File: src/rtl/sdram_port_arbiter_pkg.sv
// Shared SDRAM controller definitions: command encoding, arbiter states and
// the grant-index width helper.
package sdram_pkg;
  localparam int CMD_W = 5;
  localparam logic [CMD_W-1:0] CMD_NOP = 5'b10111;

  typedef enum logic [1:0] {
    ST_INIT,
    ST_IDLE,
    ST_AREF,
    ST_XFER
  } state_t;

  function automatic int idx_w(input int n);
    return (n > 1) ? $clog2(n) : 1;
  endfunction
endpackage

File: src/rtl/sdram_port_arbiter_if.sv
// Burst-engine side of the SDRAM arbiter: per-port requests, packed command/
// address/data buses, and the returned enable/grant.
interface sdram_port_arbiter_if import sdram_pkg::*; #(
  parameter int NPORT  = 2,
  parameter int ADDR_W = 12,
  parameter int BA_W   = 2,
  parameter int DQ_W   = 16,
  parameter int GNT_W  = idx_w(NPORT)
) ();
  logic [NPORT-1:0]        port_req;
  logic [NPORT-1:0]        port_wr;
  logic [NPORT-1:0]        port_ack;
  logic [NPORT*CMD_W-1:0]  port_cmd;
  logic [NPORT*ADDR_W-1:0] port_addr;
  logic [NPORT*BA_W-1:0]   port_bank;
  logic [NPORT*DQ_W-1:0]   port_wdata;
  logic [NPORT-1:0]        port_en;
  logic [GNT_W-1:0]        grant_id;

  modport master (
    output port_req, port_wr, port_ack, port_cmd, port_addr, port_bank, port_wdata,
    input  port_en, grant_id
  );

  modport slave (
    input  port_req, port_wr, port_ack, port_cmd, port_addr, port_bank, port_wdata,
    output port_en, grant_id
  );
endinterface

File: src/rtl/sdram_port_arbiter_rr_picker.sv
// Combinational round-robin picker: first requesting port at or after i_ptr,
// wrapping modulo NPORT.
module rr_picker #(
  parameter int NPORT = 2,
  parameter int GNT_W = 1
) (
  input  logic [NPORT-1:0] i_req,
  input  logic [GNT_W-1:0] i_ptr,
  output logic [GNT_W-1:0] o_idx,
  output logic             o_vld
);
  always_comb begin
    int k;
    k     = 0;
    o_idx = '0;
    o_vld = 1'b0;
    for (int i = 0; i < NPORT; i++) begin
      k = int'(i_ptr) + i;
      if (k >= NPORT) k = k - NPORT;
      if (!o_vld && i_req[k]) begin
        o_vld = 1'b1;
        o_idx = GNT_W'(k);
      end
    end
  end
endmodule

File: src/rtl/sdram_port_arbiter.sv
// SDRAM pin arbiter: init engine, refresh engine and NPORT burst engines share
// the command/address/DQ pins under a four-state FSM with round-robin ports.
module sdram_port_arbiter import sdram_pkg::*; #(
  parameter int NPORT  = 2,
  parameter int ADDR_W = 12,
  parameter int BA_W   = 2,
  parameter int DQ_W   = 16
) (
  input  logic              S_CLK,
  input  logic              RST_N,
  input  logic              init_done,
  input  logic [CMD_W-1:0]  init_cmd,
  input  logic [ADDR_W-1:0] init_addr,
  input  logic              aref_req,
  input  logic              aref_ack,
  input  logic [CMD_W-1:0]  aref_cmd,
  input  logic [ADDR_W-1:0] aref_addr,
  output logic              aref_en,
  sdram_port_arbiter_if.slave bus,
  output logic [CMD_W-1:0]  sdram_cmd,
  output logic [ADDR_W-1:0] sdram_addr,
  output logic [BA_W-1:0]   sdram_bank,
  output logic [DQ_W-1:0]   dq_out,
  output logic              dq_oe
);
  localparam int GNT_W = idx_w(NPORT);

  state_t           r_state;
  logic [GNT_W-1:0] r_grant;
  logic [GNT_W-1:0] r_last;
  logic [NPORT-1:0] r_port_en;
  logic             r_aref_en;

  logic [GNT_W-1:0] w_start;
  logic [GNT_W-1:0] w_win;
  logic             w_win_vld;
  logic             w_ack;

  assign w_start = (r_last == GNT_W'(NPORT - 1)) ? '0 : r_last + 1'b1;
  assign w_ack   = bus.port_ack[r_grant];

  rr_picker #(.NPORT(NPORT), .GNT_W(GNT_W)) u_rr_picker (
    .i_req (bus.port_req),
    .i_ptr (w_start),
    .o_idx (w_win),
    .o_vld (w_win_vld)
  );

  // Refresh waits for the current burst to finish; it never pre-empts one.
  always_ff @(posedge S_CLK or negedge RST_N) begin
    if (!RST_N) begin
      r_state   <= ST_INIT;
      r_grant   <= '0;
      r_last    <= GNT_W'(NPORT - 1);
      r_port_en <= '0;
      r_aref_en <= 1'b0;
    end else begin
      case (r_state)
        ST_INIT: if (init_done) r_state <= ST_IDLE;
        ST_IDLE: begin
          if (aref_req) begin
            r_state   <= ST_AREF;
            r_aref_en <= 1'b1;
          end else if (w_win_vld) begin
            r_state          <= ST_XFER;
            r_grant          <= w_win;
            r_port_en        <= '0;
            r_port_en[w_win] <= 1'b1;
          end
        end
        ST_XFER: begin
          if (w_ack) begin
            r_last    <= r_grant;
            r_port_en <= '0;
            if (aref_req) begin
              r_state   <= ST_AREF;
              r_aref_en <= 1'b1;
            end else begin
              r_state <= ST_IDLE;
            end
          end
        end
        ST_AREF: begin
          if (aref_ack) begin
            r_state   <= ST_IDLE;
            r_aref_en <= 1'b0;
          end
        end
        default: r_state <= ST_INIT;
      endcase
    end
  end

  assign aref_en      = r_aref_en;
  assign bus.port_en  = r_port_en;
  assign bus.grant_id = r_grant;

  always_comb begin
    sdram_cmd  = CMD_NOP;
    sdram_addr = '0;
    sdram_bank = '0;
    dq_oe      = 1'b0;
    dq_out     = '0;
    case (r_state)
      ST_INIT: begin
        sdram_cmd  = init_cmd;
        sdram_addr = init_addr;
      end
      ST_AREF: begin
        sdram_cmd  = aref_cmd;
        sdram_addr = aref_addr;
      end
      ST_XFER: begin
        sdram_cmd  = bus.port_cmd[r_grant*CMD_W +: CMD_W];
        sdram_addr = bus.port_addr[r_grant*ADDR_W +: ADDR_W];
        sdram_bank = bus.port_bank[r_grant*BA_W +: BA_W];
        dq_oe      = bus.port_wr[r_grant];
        if (bus.port_wr[r_grant]) dq_out = bus.port_wdata[r_grant*DQ_W +: DQ_W];
      end
      default: ;
    endcase
  end
endmodule

File: src/flat_wrapper.sv
// flat-port wrapper written by rule: the top's interface ports become plain ports
module sdram_port_arbiter_flat import sdram_pkg::*;
#(
  parameter int NPORT  = 2,
  parameter int ADDR_W = 12,
  parameter int BA_W   = 2,
  parameter int DQ_W   = 16
)
  (S_CLK, RST_N, init_done, init_cmd, init_addr, aref_req, aref_ack, aref_cmd, aref_addr, aref_en, sdram_cmd, sdram_addr, sdram_bank, dq_out, dq_oe, bus_port_req, bus_port_wr, bus_port_ack, bus_port_cmd, bus_port_addr, bus_port_bank, bus_port_wdata, bus_port_en, bus_grant_id);
  sdram_port_arbiter_if #(.NPORT(NPORT), .ADDR_W(ADDR_W), .BA_W(BA_W), .DQ_W(DQ_W)) bus_i ();
  input  logic S_CLK;
  input  logic RST_N;
  input  logic init_done;
  input  logic [CMD_W-1:0] init_cmd;
  input  logic [ADDR_W-1:0] init_addr;
  input  logic aref_req;
  input  logic aref_ack;
  input  logic [CMD_W-1:0] aref_cmd;
  input  logic [ADDR_W-1:0] aref_addr;
  output logic aref_en;
  output logic [CMD_W-1:0] sdram_cmd;
  output logic [ADDR_W-1:0] sdram_addr;
  output logic [BA_W-1:0] sdram_bank;
  output logic [DQ_W-1:0] dq_out;
  output logic dq_oe;
  input wire logic [$bits(bus_i.port_req)-1:0] bus_port_req;
  input wire logic [$bits(bus_i.port_wr)-1:0] bus_port_wr;
  input wire logic [$bits(bus_i.port_ack)-1:0] bus_port_ack;
  input wire logic [$bits(bus_i.port_cmd)-1:0] bus_port_cmd;
  input wire logic [$bits(bus_i.port_addr)-1:0] bus_port_addr;
  input wire logic [$bits(bus_i.port_bank)-1:0] bus_port_bank;
  input wire logic [$bits(bus_i.port_wdata)-1:0] bus_port_wdata;
  output wire logic [$bits(bus_i.port_en)-1:0] bus_port_en;
  output wire logic [$bits(bus_i.grant_id)-1:0] bus_grant_id;
  assign bus_i.port_req = bus_port_req;
  assign bus_i.port_wr = bus_port_wr;
  assign bus_i.port_ack = bus_port_ack;
  assign bus_i.port_cmd = bus_port_cmd;
  assign bus_i.port_addr = bus_port_addr;
  assign bus_i.port_bank = bus_port_bank;
  assign bus_i.port_wdata = bus_port_wdata;
  assign bus_port_en = bus_i.port_en;
  assign bus_grant_id = bus_i.grant_id;
  sdram_port_arbiter #(.NPORT(NPORT), .ADDR_W(ADDR_W), .BA_W(BA_W), .DQ_W(DQ_W)) u_core (.S_CLK(S_CLK), .RST_N(RST_N), .init_done(init_done), .init_cmd(init_cmd), .init_addr(init_addr), .aref_req(aref_req), .aref_ack(aref_ack), .aref_cmd(aref_cmd), .aref_addr(aref_addr), .aref_en(aref_en), .bus(bus_i), .sdram_cmd(sdram_cmd), .sdram_addr(sdram_addr), .sdram_bank(sdram_bank), .dq_out(dq_out), .dq_oe(dq_oe));
endmodule
File: config.mk
export PLATFORM = sky130hd
export DESIGN_NAME = sdram_port_arbiter_flat
export DESIGN_NICKNAME = d
export VERILOG_FILES = /design/src/rtl/sdram_port_arbiter_pkg.sv /design/src/rtl/sdram_port_arbiter_if.sv /design/src/rtl/sdram_port_arbiter_rr_picker.sv /design/src/rtl/sdram_port_arbiter.sv /design/src/flat_wrapper.sv
export SDC_FILE = /design/constraint.sdc
export NUM_CORES = 1
export LEC_CHECK = 0
export BUFFER_PORTS_ARGS = -buffer_cell sky130_fd_sc_hd__buf_4
export CAP_MARGIN = 0
export CORE_MARGIN = 10
export CORE_UTILIZATION = 32
export DETAILED_ROUTE_END_ITERATION = 8
export PLACE_DENSITY = 0.83
export SLEW_MARGIN = 20
export SYNTH_ARGS = -nofsm -noshare
export SYNTH_HDL_FRONTEND = slang
export SYNTH_SLANG_ARGS = --single-unit
File: constraint.sdc
create_clock -name S_CLK -period 1.39 [get_ports S_CLK]
set_input_delay 0.0695 -clock S_CLK [delete_from_list [all_inputs] [get_ports S_CLK]]
set_output_delay 0.0695 -clock S_CLK [all_outputs]
set_load 0.005 [all_outputs]
==> run summary <==
The final-report setup violation count was 27; the number of sinks on the clock net was 7. Across all layers, the routed design uses 1775 vias. The first global-routing pass estimated 9660 um of wire. For this design the static power due to leakage is 1.39 nW.

Remaining antenna violation count: 0. After detailed routing, the average wire length per cell comes to 19.3 um. The worst setup path is launched from a flop.

The weighted congestion at the end of routability-driven global placement is 0.874, and the slew at the pin with the worst max-slew slack is 0.216 ns. The clock passes through at most 2 buffers. After detailed routing, the number of vias per cell comes to 5.04. For this run, the slowest stage of the critical path takes 0.47 ns. For this run, the post-layout net count is 420.

Clock skew on the completed layout was measured at 0.000297 ns. The worst setup path is of the flop to primary output kind. Walking the worst path, the cells encountered are mux2_4 > nand2_2 > nor2_1 > buf_4. At the worst endpoint, the arrival time is 1.39 ns. The worst IR drop on VDD is 1.01 mV. In this run the clock root is driven by a clkbuf_8. In this run the most critical hold path is launched from bus_port_req[1]. Of all nets on the critical path, the largest fanout is 6.

Data on the critical path is required at its endpoint by 1.32 ns. Synthesis-stage register bit count: 7. Number of H-tree levels: 1.

The worst hold path terminates at u_core.bus.port_en[0]. Based on the critical path, the design can be clocked at up to 686 MHz. The vertical extent of the die was 81.7 um. The clock transition time at the flip-flop clock pins of the worst setup and hold paths was 0.04 ns; the total CTS buffers was 3. STA classifies the critical path endpoint as a primary output. The ratio of cells with drive above 1 in the final layout was 0.628.

The tools report the count of pins over their slew limit as 0. For the worst-skew pair, the clock arrives at the later sink with an insertion delay of 0.23 ns. For the worst relative slew slack, the log shows 0.853. Floorplan die width: 81.7 um. In this run the power density over the cells is 1670 mW/mm^2.

The run gives 0.713 as the share of the core filled with cells. The tools report the detailed placement HPWL as 5720 um. The full die area is 0.00668 mm^2. After detailed routing, the number of remaining DRC violations is 0. The number of global-route vias before repair was 1799; the sequential element share of the synthesized area was 0.145. The run gives -0.0674 ns as the final critical-path setup slack.

The worst path in the final design needs a cycle of 1.46 ns, including I/O delays and setup. The number of antenna violations at the first check in global routing was 0. A synthesized cell averages 8.52 um^2.

Across the run, the number of max-cap violations was 0. The number of standard cells after synthesis came out at 143. Measured in cells, the most critical reg-to-reg path has a length of 4. In this run the critical register-to-register path is launched from u_core.bus.grant_id. Yosys printed 0 warnings. The worst hold path was traced through 2 stages. The run gives 0.07 ns as the setup slack on the worst flop-to-flop path. The initialized floorplan defines 22 standard-cell rows. The logs give 155 for the boundary pin count and 4 for the length of the first detailed-routing pass in iterations.

The final antenna diode count was 0. Synthesis produced a netlist with a net count of 258. Global routing finished with a remaining overflow of 0.

The flow ran to the end, but the final reports show violations. The first routing iteration left 52 violations. Endpoint of the most critical register-to-register path: u_core.bus.port_en[1].

Setup repair after global routing could not meet its margin everywhere. The final clock period utilization by the worst path is 1.05. The final reports fail on setup timing.

The type of the tightest min-delay check was primary input to flop. The cell accounting for the most synthesized area is mux2i_1. Entering global routing, the biggest net connects 16 pins.

From synthesis to final layout, the design area changed by 114%. For the effective utilization at floorplan, the log shows 0.333. The slowest stage of the critical path is the dfrtp_2 cell.

The post-synthesis instance area is 0.00122 mm^2. OpenSTA, run right after detailed placement, puts the worst setup slack at 0.0445 ns. For this block, the routed nets add up to 6780 um of wire.

Quantity of I/O buffers inserted on ports: 154. Fraction of post-synthesis cell area in the top cell type by area: 0.394. By area the synthesized netlist is led by mux2i_1, dfrtp_1, o22ai_1. In this run the standard cell core region covers 0.00366 mm^2. TritonCTS built the clock tree. The total global-route track usage is 0.183.

The logs give 31 for the unique cell type count in the Yosys netlist and 0 for the number of hold-slack violations in the final timing report.
critical path: cells and delay by family, from the launching register on:
kind | cells | cell delay, ns
muxes | 1 | 0.37
DFF | 1 | 0.47
and+or+nand+nor | 2 | 0.18
buffers and inverters | 1 | 0.14
worst max-delay path by stage:
stage / from / to / slack (ns) / depth (start not counted)
4_1_cts: u_core.bus.grant_id / sdram_addr[11] / -0.04 / 4
3_5_place_dp: u_core.r_state[0] / dq_out[1] / 0.04 / 4
5_1_grt: u_core.bus.grant_id / sdram_addr[3] / -0.11 / 4
6_report: u_core.bus.grant_id / dq_out[0] / -0.07 / 4
2_1_floorplan: u_core.r_state[1] / u_core.r_state[1] / 0.21 / 3
3_3_place_gp: u_core.bus.grant_id / sdram_cmd[0] / 0.14 / 4
cell families (layout without fill, tap and decap cells):
group	after synthesis	in the layout	synth area share
buf+inv	15	174	0.0945
simple gates	35	37	0.143
flops	7	7	0.145
mux	50	50	0.415
compound gates	36	36	0.203
metal layers:
| layer | up-vias | GRT usage | share of wire |
|---|---|---|---|
| met1 | 816 | 0.196 | 0.36 |
| li1 | 863 | - | - |
| met5 | - | 0 | 0 |
| met4 | 0 | 0.0340 | 0.013 |
| met2 | 89 | 0.353 | 0.54 |
| met3 | 7 | 0.0480 | 0.087 |
metrics by stage:
stage                     total power [mW]  setup TNS, ns  instances  hold slack, ns  instance area [um^2]
after floorplan                       2.31              0        143          -0.226                  1220
after global placement                3.58              0        342          -0.112                  2400
after detailed placement              3.63              0        342          -0.113                  2400
after CTS                             4.22         -0.518        351          0.0933                  2550
after global routing                  4.68          -2.87        352           0.110                  2610
final                                 4.36          -1.04        352          0.0856                  2610
cells in the mapped netlist:
cell,number
nor2b_1,8
buf_6,4
dfstp_2,1
nand3_1,1
nor3b_1,1
a221oi_2,1
a21boi_0,1
o21ai_0,2
o32a_1,1
a32o_1,1
o22a_1,2
inv_1,2
buf_4,4
o22ai_1,13
and2_1,1
nand2_4,1
nand2_1,3
a32oi_1,1
dfrtp_1,6
a21oi_1,7
buf_2,2
mux2i_1,48
buf_8,1
clkbuf_1,2
nor2_1,19
nand4bb_1,1
mux2i_2,1
o211ai_1,1
a211oi_1,5
mux2_2,1
a21boi_1,1
repair_timing:
| action | in CTS | in global routing |
|---|---|---|
| hold endpoints to repair | 7 | 0 |
| setup endpoints to repair | 36 | 39 |
| setup buffers | 2 | 1 |
| pin swaps | 2 | 3 |
| resized for setup | 20 | 12 |
| hold buffers | 1 | 0 |
| cloned | 2 | 0 |
sequential cells by signal, summed over array words and instances, names as in the netlist:
| register | count |
|---|---|
| u_core.r_state | 2 |
| u_core.aref_en | 1 |
| u_core.r_last | 1 |
| u_core.bus.grant_id | 1 |
| u_core.bus.port_en | 2 |
power breakdown:
part | switching, mW | total, mW | internal [mW]
clock network | 0.0917 | 0.290 | 0.199
logic | 1.56 | 3.60 | 2.04
registers | 0.146 | 0.462 | 0.317
layout by cell type, fill, tap and decap left out:
cell type        n
nand2_1          2
nor2_2           4
and2_4           1
o22a_1           2
nor2_1          15
o211ai_1         1
a211oi_1         3
o21ai_0          2
mux2_4           1
mux2i_1         47
a21oi_1          7
dlygate4sd3_1    1
clkbuf_1         1
inv_1            1
buf_6            3
buf_4          159
nor2b_1          8
o22ai_1         13
dfrtp_2          3
inv_2            1
buf_8            4
nand2_2          2
clkbuf_8         3
nand3_1          1
a211oi_2         2
a32o_1           1
a21boi_1         1
dfstp_2          1
a32oi_1          1
nand4bb_1        1
nor3b_2          1
nand2_4          2
mux2i_4          2
a221oi_2         1
o32a_1           1
a21boi_0         1
buf_12           1
dfrtp_1          3
area by class of cell:
type                       instances  area, um^2
tap                               48        60.1
multi-input combinational        123        1000
inverter                           2        7.51
timing repair buffer             168        1320
clock buffer                       4        45.0
sequential                         7         180
fill                             292        1050
No activity file was read; power rests on OpenSTA's default activity.
